`config.mk`:
```
export PLATFORM = sky130hd
export DESIGN_NAME = dmem_arbiter
export DESIGN_NICKNAME = d
export VERILOG_FILES = /design/src/rtl/dmem_arbiter.sv
export SDC_FILE = /design/constraint.sdc
export NUM_CORES = 1
export LEC_CHECK = 0
export BUFFER_PORTS_ARGS = -buffer_cell sky130_fd_sc_hd__buf_2
export CORE_AREA = 5 5 115 128
export CTS_CLUSTER_DIAMETER = 50
export DETAILED_ROUTE_END_ITERATION = 8
export DIE_AREA = 0 0 120 133
export GPL_ROUTABILITY_DRIVEN = 0
export GPL_TIMING_DRIVEN = 0
export PLACE_DENSITY = 0.75
export SETUP_SLACK_MARGIN = 0.02
export SLEW_MARGIN = 0
export SYNTH_ARGS = -nofsm -noshare
export SYNTH_HDL_FRONTEND = slang
export SYNTH_SLANG_ARGS = --single-unit
export TNS_END_PERCENT = 20
```
`constraint.sdc`:
```
create_clock -name clk -period 2.1 [get_ports clk]
set_input_delay 0.105 -clock clk [delete_from_list [all_inputs] [get_ports clk]]
set_output_delay 0.105 -clock clk [all_outputs]
set_load 0.02 [all_outputs]
```
`src/rtl/dmem_arbiter.sv`:
```
`default_nettype none
// =============================================================================
// Module   : dmem_arbiter
// Two-port valid/ready arbiter and sequencer in front of the data RAM, with
// alignment/funct3/range checking and a registered response per transaction.
// Option   : DMEM_ARB_RR_EN selects round-robin arbitration (default: port 0
//            has fixed priority).
// Revision : 1.0 - initial release
// =============================================================================
module dmem_arbiter #(
  parameter int ADDR_W = 16
) (
  input  logic        clk,
  input  logic        rst,
  input  logic        p0_req_valid,
  output logic        p0_req_ready,
  input  logic        p0_req_wen,
  input  logic [31:0] p0_req_addr,
  input  logic [31:0] p0_req_wdata,
  input  logic [2:0]  p0_req_funct3,
  output logic        p0_resp_valid,
  input  logic        p0_resp_ready,
  output logic [31:0] p0_resp_rdata,
  output logic        p0_resp_err,
  input  logic        p1_req_valid,
  output logic        p1_req_ready,
  input  logic        p1_req_wen,
  input  logic [31:0] p1_req_addr,
  input  logic [31:0] p1_req_wdata,
  input  logic [2:0]  p1_req_funct3,
  output logic        p1_resp_valid,
  input  logic        p1_resp_ready,
  output logic [31:0] p1_resp_rdata,
  output logic        p1_resp_err,
  output logic        ram_wen,
  output logic [31:0] ram_addr,
  output logic [31:0] ram_wdata,
  output logic [2:0]  ram_funct3,
  input  logic [31:0] ram_rdata
);

  localparam logic [1:0] c_ST_IDLE   = 2'd0;
  localparam logic [1:0] c_ST_ACCESS = 2'd1;
  localparam logic [1:0] c_ST_RESP   = 2'd2;

  logic [1:0]  r_state;
  logic [1:0]  w_state_nxt;
  logic        r_owner;
  logic        r_wen;
  logic        r_err;
  logic [31:0] r_addr;
  logic [31:0] r_wdata;
  logic [2:0]  r_funct3;
  logic [31:0] r_rdata;

  logic        w_any_valid;
  logic        w_grant1;
  logic        w_accept;
  logic        w_owner_resp_ready;
  logic        w_sel_wen;
  logic [31:0] w_sel_addr;
  logic [31:0] w_sel_wdata;
  logic [2:0]  w_sel_funct3;
  logic        w_fmt_err;
  logic        w_range_err;

  assign w_any_valid = p0_req_valid | p1_req_valid;
  assign w_accept    = (r_state == c_ST_IDLE) & w_any_valid & ~rst;

`ifdef DMEM_ARB_RR_EN
  logic r_last_grant;

  // On contention the port that was not granted last time wins.
  assign w_grant1 = p1_req_valid & (~p0_req_valid | ~r_last_grant);

  always_ff @(posedge clk) begin
    if (rst) begin
      r_last_grant <= 1'b1;
    end else if (w_accept) begin
      r_last_grant <= w_grant1;
    end
  end
`else
  assign w_grant1 = p1_req_valid & ~p0_req_valid;
`endif

  assign w_sel_wen    = w_grant1 ? p1_req_wen    : p0_req_wen;
  assign w_sel_addr   = w_grant1 ? p1_req_addr   : p0_req_addr;
  assign w_sel_wdata  = w_grant1 ? p1_req_wdata  : p0_req_wdata;
  assign w_sel_funct3 = w_grant1 ? p1_req_funct3 : p0_req_funct3;
  assign w_range_err  = |w_sel_addr[31:ADDR_W];

  always_comb begin
    w_fmt_err = 1'b0;
    case (w_sel_funct3)
      3'b000, 3'b100: w_fmt_err = 1'b0;
      3'b001, 3'b101: w_fmt_err = w_sel_addr[0];
      3'b010:         w_fmt_err = |w_sel_addr[1:0];
      default:        w_fmt_err = 1'b1;
    endcase
  end

  assign w_owner_resp_ready = r_owner ? p1_resp_ready : p0_resp_ready;

  always_ff @(posedge clk) begin
    if (rst) begin
      r_state <= c_ST_IDLE;
    end else begin
      r_state <= w_state_nxt;
    end
  end

  always_comb begin
    w_state_nxt = r_state;
    case (r_state)
      c_ST_IDLE:   if (w_any_valid) w_state_nxt = c_ST_ACCESS;
      c_ST_ACCESS: w_state_nxt = c_ST_RESP;
      c_ST_RESP:   if (w_owner_resp_ready) w_state_nxt = c_ST_IDLE;
      default:     w_state_nxt = c_ST_IDLE;
    endcase
  end

  always_ff @(posedge clk) begin
    if (rst) begin
      r_owner  <= 1'b0;
      r_wen    <= 1'b0;
      r_err    <= 1'b0;
      r_addr   <= '0;
      r_wdata  <= '0;
      r_funct3 <= '0;
      r_rdata  <= '0;
    end else begin
      if (w_accept) begin
        r_owner  <= w_grant1;
        r_wen    <= w_sel_wen;
        r_err    <= w_fmt_err | w_range_err;
        r_addr   <= w_sel_addr;
        r_wdata  <= w_sel_wdata;
        r_funct3 <= w_sel_funct3;
      end
      if (r_state == c_ST_ACCESS) begin
        r_rdata <= (r_err | r_wen) ? '0 : ram_rdata;
      end
    end
  end

  always_comb begin
    p0_req_ready  = 1'b0;
    p1_req_ready  = 1'b0;
    p0_resp_valid = 1'b0;
    p1_resp_valid = 1'b0;
    p0_resp_rdata = '0;
    p1_resp_rdata = '0;
    p0_resp_err   = 1'b0;
    p1_resp_err   = 1'b0;
    ram_wen       = 1'b0;
    ram_addr      = '0;
    ram_wdata     = '0;
    ram_funct3    = '0;
    case (r_state)
      c_ST_IDLE: begin
        p0_req_ready = ~rst & w_any_valid & ~w_grant1;
        p1_req_ready = ~rst & w_grant1;
      end
      c_ST_ACCESS: begin
        // Reset during the access cycle must not leave a partial store behind.
        ram_wen    = r_wen & ~r_err & ~rst;
        ram_addr   = r_addr;
        ram_wdata  = r_wdata;
        ram_funct3 = r_funct3;
      end
      c_ST_RESP: begin
        if (!rst) begin
          if (r_owner) begin
            p1_resp_valid = 1'b1;
            p1_resp_rdata = r_rdata;
            p1_resp_err   = r_err;
          end else begin
            p0_resp_valid = 1'b1;
            p0_resp_rdata = r_rdata;
            p0_resp_err   = r_err;
          end
        end
      end
      default: ;
    endcase
  end

endmodule
`default_nettype wire

```
==> metrics, run 1 <==
status=complete, no violations; die height=about 130 um; PnR worst setup slack=~0.14 ns; Antenna Cells=0; Synth Area in XOR/XNOR=0%; static leakage=3.70 nW; first-pass GRT wire length=29200 um; Final #Nets=1181; RSZ-0062 raised after global routing=false; Finish-stage setup viols=0; Starting Density=slightly below 40%; simple-gate share of the synthesized area=around 37%; wl on met1=just under 8000 um; worst slack at placement=around 0.11 ns; yosys warns=0; crit path capture=p0_resp_rdata[11]; remaining antenna violation count=0; final wirelength=slightly below 20000 um; met2 WL=9900 um; Net Count, Synth=850; worst-path fanout max=10; Max-slew headroom=between 50% and 60%; Die W=between 100 and 150 um; nature of the critical path endpoint=primary output; Power Density=roughly 680 mW/mm2; Cell Area, Synth=between 0.005 and 0.006 mm2; largest family of logic cells by synthesized area=simple AND/OR/NAND/NOR gates; fin crit period=between 1.5 and 2 ns; period utilization=93.5%; row count=45; vias in the first global route=just under 6000; Routed WL per cell=~16 um; Setup crit start kind=flip-flop; GRT overflow=0; fin util=a little under three fifths; skew final=0.00854 ns; Fin. Hold Viols=0; #FFs+latches synth=between 100 and 150; Reg2Reg Setup Slack=0.45 ns; sequential area share after synthesis=between 30% and 40%; synth unique cells=32; critical path class=flip-flop to primary output; core area=roughly 0.013 mm2; DR DRC count=0; Mean Syn Cell Area=between 7 and 8 um2; fillers=roughly 1300; CTS Buffer Depth=2; HPWL after DPL=around 15000 um; launch point of the critical path=r_state[1]; CTS Sinks=approximately 100; complex-gate fraction of the synthesized area=between 10% and 20%; Vias per Instance=just over 5; top sig layer=met4; Slew @ Worst Pin=0.641 ns; Post-Syn Instances=around 680; fmax=between 500 and 600 MHz; Reg2Reg Depth=6; multiplexer area fraction after synthesis=less than 1%; layout cells sized above 1=between 30% and 40%; CTS Buf Count=9; RR Startpoint=r_state[1]; area grow syn2layout=42.1%; First-pass DRT Iterations=5; largest net degree at the start of global routing=17; initial antenna violation count=0; Critical Path AT=1.86 ns; clk_lat worst skew=roughly 0.34 ns; routed wl met3=roughly 1400 um; fin area=approximately 0.0074 mm2; First DRT Iteration DRCs=~250; Tot GR Track Use=between 20% and 30%; Synth area leaders=dfxtp_1 40%, and2_1 16%, a311oi_1 11%, nand2_1 9.9%, nor2_1 7.3%; Req. time, crit path=around 2 ns; Synth Area in Adders=0%; FF+latch area=around 0.0021 mm2; maximum VDD drop=roughly 0.52 mV; multi-input logic area=about 0.0028 mm2; Die ar.=~0.016 mm2; leading area contributor after synthesis=dfxtp_1; CTS root buffer=clkbuf_16; HP Class=input pin to flip-flop; top-area cell type share of the netlist area=approximately two fifths; Final Max Slew Viols=0; number of port buffers=a little over 300; IO Pins=312; Placement Cell Area=between 0.006 and 0.007 mm2; Worst R2R End=r_err; Max-Cap Viols=0; vias=5927; clock transition at the registers of the reported paths=roughly 0.070 ns; TritonCTS clock tree=yes; H-Tree Depth=3
[metrics by stage]
| stage | power, mW | TNS (ns) | cells | hold WS [ns] |
|---|---|---|---|---|
| floorplan | 2.85 | 0 | 676 | 0.253 |
| global placement | 3.25 | 0 | 1150 | 0.339 |
| detailed placement | 3.27 | 0 | 1150 | 0.347 |
| CTS | 5.08 | -0.0201 | 1175 | 0.0000669 |
| global route | 5.28 | 0 | 1176 | 0.0164 |
| finish | 5.04 | 0 | 1176 | 0.000345 |
[Yosys cell counts]
| master | n |
|---|---|
| a211oi_1 | 2 |
| a21oi_1 | 1 |
| a22o_1 | 1 |
| a22oi_1 | 32 |
| a311oi_1 | 67 |
| a41oi_1 | 1 |
| and2_1 | 135 |
| and2b_1 | 1 |
| and3_1 | 1 |
| buf_2 | 18 |
| buf_4 | 1 |
| buf_6 | 5 |
| clkbuf_1 | 39 |
| dfxtp_1 | 104 |
| inv_1 | 2 |
| mux2i_1 | 1 |
| nand2_1 | 138 |
| nand2b_1 | 3 |
| nand3b_1 | 1 |
| nor2_1 | 101 |
| nor2b_1 | 1 |
| nor3_1 | 1 |
| nor3_2 | 2 |
| nor3b_2 | 1 |
| nor4_1 | 6 |
| nor4b_1 | 1 |
| nor4b_2 | 1 |
| o21a_1 | 1 |
| o21bai_1 | 2 |
| o31ai_1 | 1 |
| or3_1 | 1 |
| or4_1 | 4 |
[timing repair]
| action | in CTS | in global routing |
|---|---|---|
| setup buffers | 0 | 1 |
| hold buffers | 9 | 0 |
| resized for setup | 7 | 8 |
| endpoints found under the hold margin | 9 | 0 |
| endpoints found under the setup margin | 70 | 82 |
[cells in the final DEF (no fill, tap or decap), drive strengths merged, types with 2 or more instances in the layout]
cell	Yosys	routed
clkbuf	39	49
and2	135	135
nor4b	2	2
buf	24	336
nor3	3	3
nor4	6	6
dfxtp	104	104
nand2	138	138
o21bai	2	2
a211oi	2	2
clkinv	0	2
a311oi	67	67
or4	4	4
dlygate4sd3	0	9
a22oi	32	32
inv	2	2
bufinv	0	2
nor2	101	101
nand2b	3	3
[sequential cells by signal, indices dropped and copies added (netlist names)]
register / cells
r_addr: 32
r_rdata: 32
r_wdata: 32
r_funct3: 3
r_state: 2
r_err: 1
r_owner: 1
r_wen: 1
[cells by family after synthesis]
kind of cell,after synthesis
and+or+nand+nor,398
muxes,1
AOI/OAI and AO/OA,108
DFF,104
buffers and inverters,65
[metal layers]
layer	up-vias	GRT usage, %
li1	2955	-
met1	2715	26.1
met2	241	41.6
met3	16	5.73
met4	0	5.22
met5	-	0
[layout make-up]
type | instances | share of cell area, %
buffer | 63 | 4.20
clock buffer | 11 | 3.14
clock inverter | 5 | 1.10
inverter | 2 | 0.101
multi-input combinational | 507 | 38.4
sequential | 104 | 28.1
tap | 164 | 2.77
timing repair buffer | 320 | 22.2
[critical path, stage by stage (launching register included)]
cell and delay [ns]:
dfxtp_1 0.44, nor4b_4 0.23, buf_4 0.19, clkbuf_1 0.27, and2_1 0.22, buf_2 0.18
[report_power, final]
part	internal [mW]	switching, mW
clock	1.05	0.752
sequential	2.14	0.0944
combinational	0.424	0.581
total	3.62	1.43
[worst min path at each step]
stage / startpoint / end / slack (ns) / cells after the start
2_1_floorplan: ram_rdata[0] / r_rdata[0] / 0.25 / 2
3_3_place_gp: ram_rdata[25] / r_rdata[25] / 0.34 / 3
3_5_place_dp: ram_rdata[25] / r_rdata[25] / 0.35 / 3
4_1_cts: ram_rdata[11] / r_rdata[11] / 0.00007 / 3
5_1_grt: p1_req_wdata[28] / r_wdata[28] / 0.02 / 3
6_report: ram_rdata[7] / r_rdata[7] / 0.0003 / 3
Power figures use the tool's default switching activity.
==> inputs of run 2 (changes only) <==
Settings changed: ABC_CLOCK_PERIOD_IN_PS set to 2100, CORE_AREA 5 5 115 128 to 5 5 118 120, DIE_AREA 0 0 120 133 to 0 0 123 125, PLACE_DENSITY 0.75 to 0.78.
==> run 2 against run 1 <==
Net effect: clock-buffer cell count is the same; cell count up 1.4%; die area fell by 3.7%; utilization up 2.7 points; critical path depth did not move; wire length rose by 0.28%; via count is 0.89% higher; hold slack better by 0.0038 ns; global-route usage grew 0.71 points.
==> metrics, run 2 (synthesized netlist as in run 1, its figures left out) <==
status=complete, no violations; IO Pins=312; DR DRC count=0; period utilization=between 90% and 100%; Fin. Hold Viols=0; final wirelength=around 19000 um; clock transition at the registers of the reported paths=approximately 0.070 ns; Vias per Instance=~5; Final #Nets=1185; most frequent cells in the layout=329 x buf_2, 138 x nand2_1, 135 x and2_1; Sum Neg Setup Slack=0 ns; largest net degree at the start of global routing=17; GRT overflow=0; multi-input logic area=around 0.0028 mm2; number of port buffers=310; Finish-stage setup viols=0; fmax=approximately 500 MHz; fin crit period=roughly 2 ns; skew final=about 0.006 ns; die height=approximately 130 um; FF+latch area=0.00208 mm2; Die ar.=around 0.015 mm2; area grow syn2layout=42.7%; Critical Path AT=~1.9 ns; first-pass GRT wire length=~29000 um; Sw Pwr=about 1.4 mW; Max-Cap Viols=0; Max-slew headroom=a little under three fifths; First DRT Iteration DRCs=287; RSZ-0062 raised after global routing=true; vias in the first global route=5799; Die W=123 um; maximum VDD drop=around 0.5 mV; First-pass DRT Iterations=4; total power=4.92 mW; row count=42; static leakage=approximately 3.7 nW; Final Max Slew Viols=0; fillers=1246; vias=5980; largest registers=r_addr: 32 flops, r_rdata: 32 flops, r_wdata: 32 flops; CTS Buf Count=9; Clk pwr share=about a third; HPWL after DPL=15100 um; Gate power share=between 20% and 30%; worst slack at placement=roughly 0.14 ns; H-Tree Depth=3; critical path class=flip-flop to primary output; PnR worst setup slack=between 0.1 and 0.15 ns; Setup crit start kind=flip-flop; CTS Sinks=around 100; WHS=a little over 0.004 ns; Slew @ Worst Pin=0.647 ns; remaining antenna violation count=0; Net Sw Frac=a little under 30%; CTS root buffer=clkbuf_16; power share of the sequential group=between 40% and 50%; Tot GR Track Use=a little under a quarter; Req. time, crit path=approximately 2 ns; commonest non-fill, non-tap cell in the layout=buf_2; TritonCTS clock tree=yes; clk_lat worst skew=0.34 ns; CTS Buffer Depth=2; core area=approximately 0.013 mm2; Power Density=between 600 and 700 mW/mm2; Starting Density=slightly above 40%; Routed WL per cell=16.2 um; HP Class=input pin to flip-flop; Antenna Cells=0; worst-path fanout max=10; nature of the critical path endpoint=primary output; initial antenna violation count=0; Int Pwr=between 3 and 4 mW; layout cells sized above 1=35.4%
-- run 2: worst paths after layout --
kind            startpoint                to  slack (ns)  depth (start not counted)
max reg2reg     r_state[1]             r_err        0.44                          6
min          ram_rdata[10]       r_rdata[10]       0.004                          3
min reg2reg     r_addr[28]        r_addr[28]        0.49                          2
max                r_owner  p1_resp_rdata[4]        0.11                          5
-- run 2: area by class of cell --
type	instances	area share (%)
inverters	2	0.101
multi-input cells	507	38.2
repair buffers	324	22.7
flip-flops and latches	104	28.0
well taps	176	2.96
clock buffers	11	3.13
plain buffers	63	4.15
clock inverters	5	0.756
-- run 2: per-stage QoR --
step	cells	area, um2	utilization [%]
after floorplan	676	5220	-
after detailed placement	1162	6990	54.3
after global routing	1192	7440	57.8
final	1192	7440	57.8
after CTS	1192	7430	57.7
after global placement	1162	6990	54.3
-- run 2: power by group through the flow --
stage | Combinational, mW | Sequential [mW] | Clock, mW
finish | 1.01 | 2.24 | 1.67
CTS | 1.02 | 2.24 | 1.70
floorplan | 0.604 | 2.25 | 0
global placement | 0.977 | 2.27 | 0
global route | 1.12 | 2.26 | 1.77
detailed placement | 0.987 | 2.28 | 0
-- run 2: layer usage --
metal	track usage (%)	vias up	part of all wire [%]	wire length (um)
met1	27.2	2719	40	7650
li1	-	2970	-	-
met3	5.60	31	8.7	1680
met5	0	-	0	0
met2	41.3	260	49	9530
met4	8.21	0	2.5	478
-- run 2: critical path, cell delays in order (launching register included) --
cell and delay [ns]:
dfxtp_1 0.42, nand2b_1 0.15, nor3b_4 0.32, clkbuf_1 0.31
and2_1 0.19, buf_2 0.16
-- run 2: repair_timing --
action                     CTS  global route
hold endpoints to repair    14             0
hold buffers                14             0
gates resized for setup      5            10
setup buffers                0             0
setup endpoints to repair   49            75
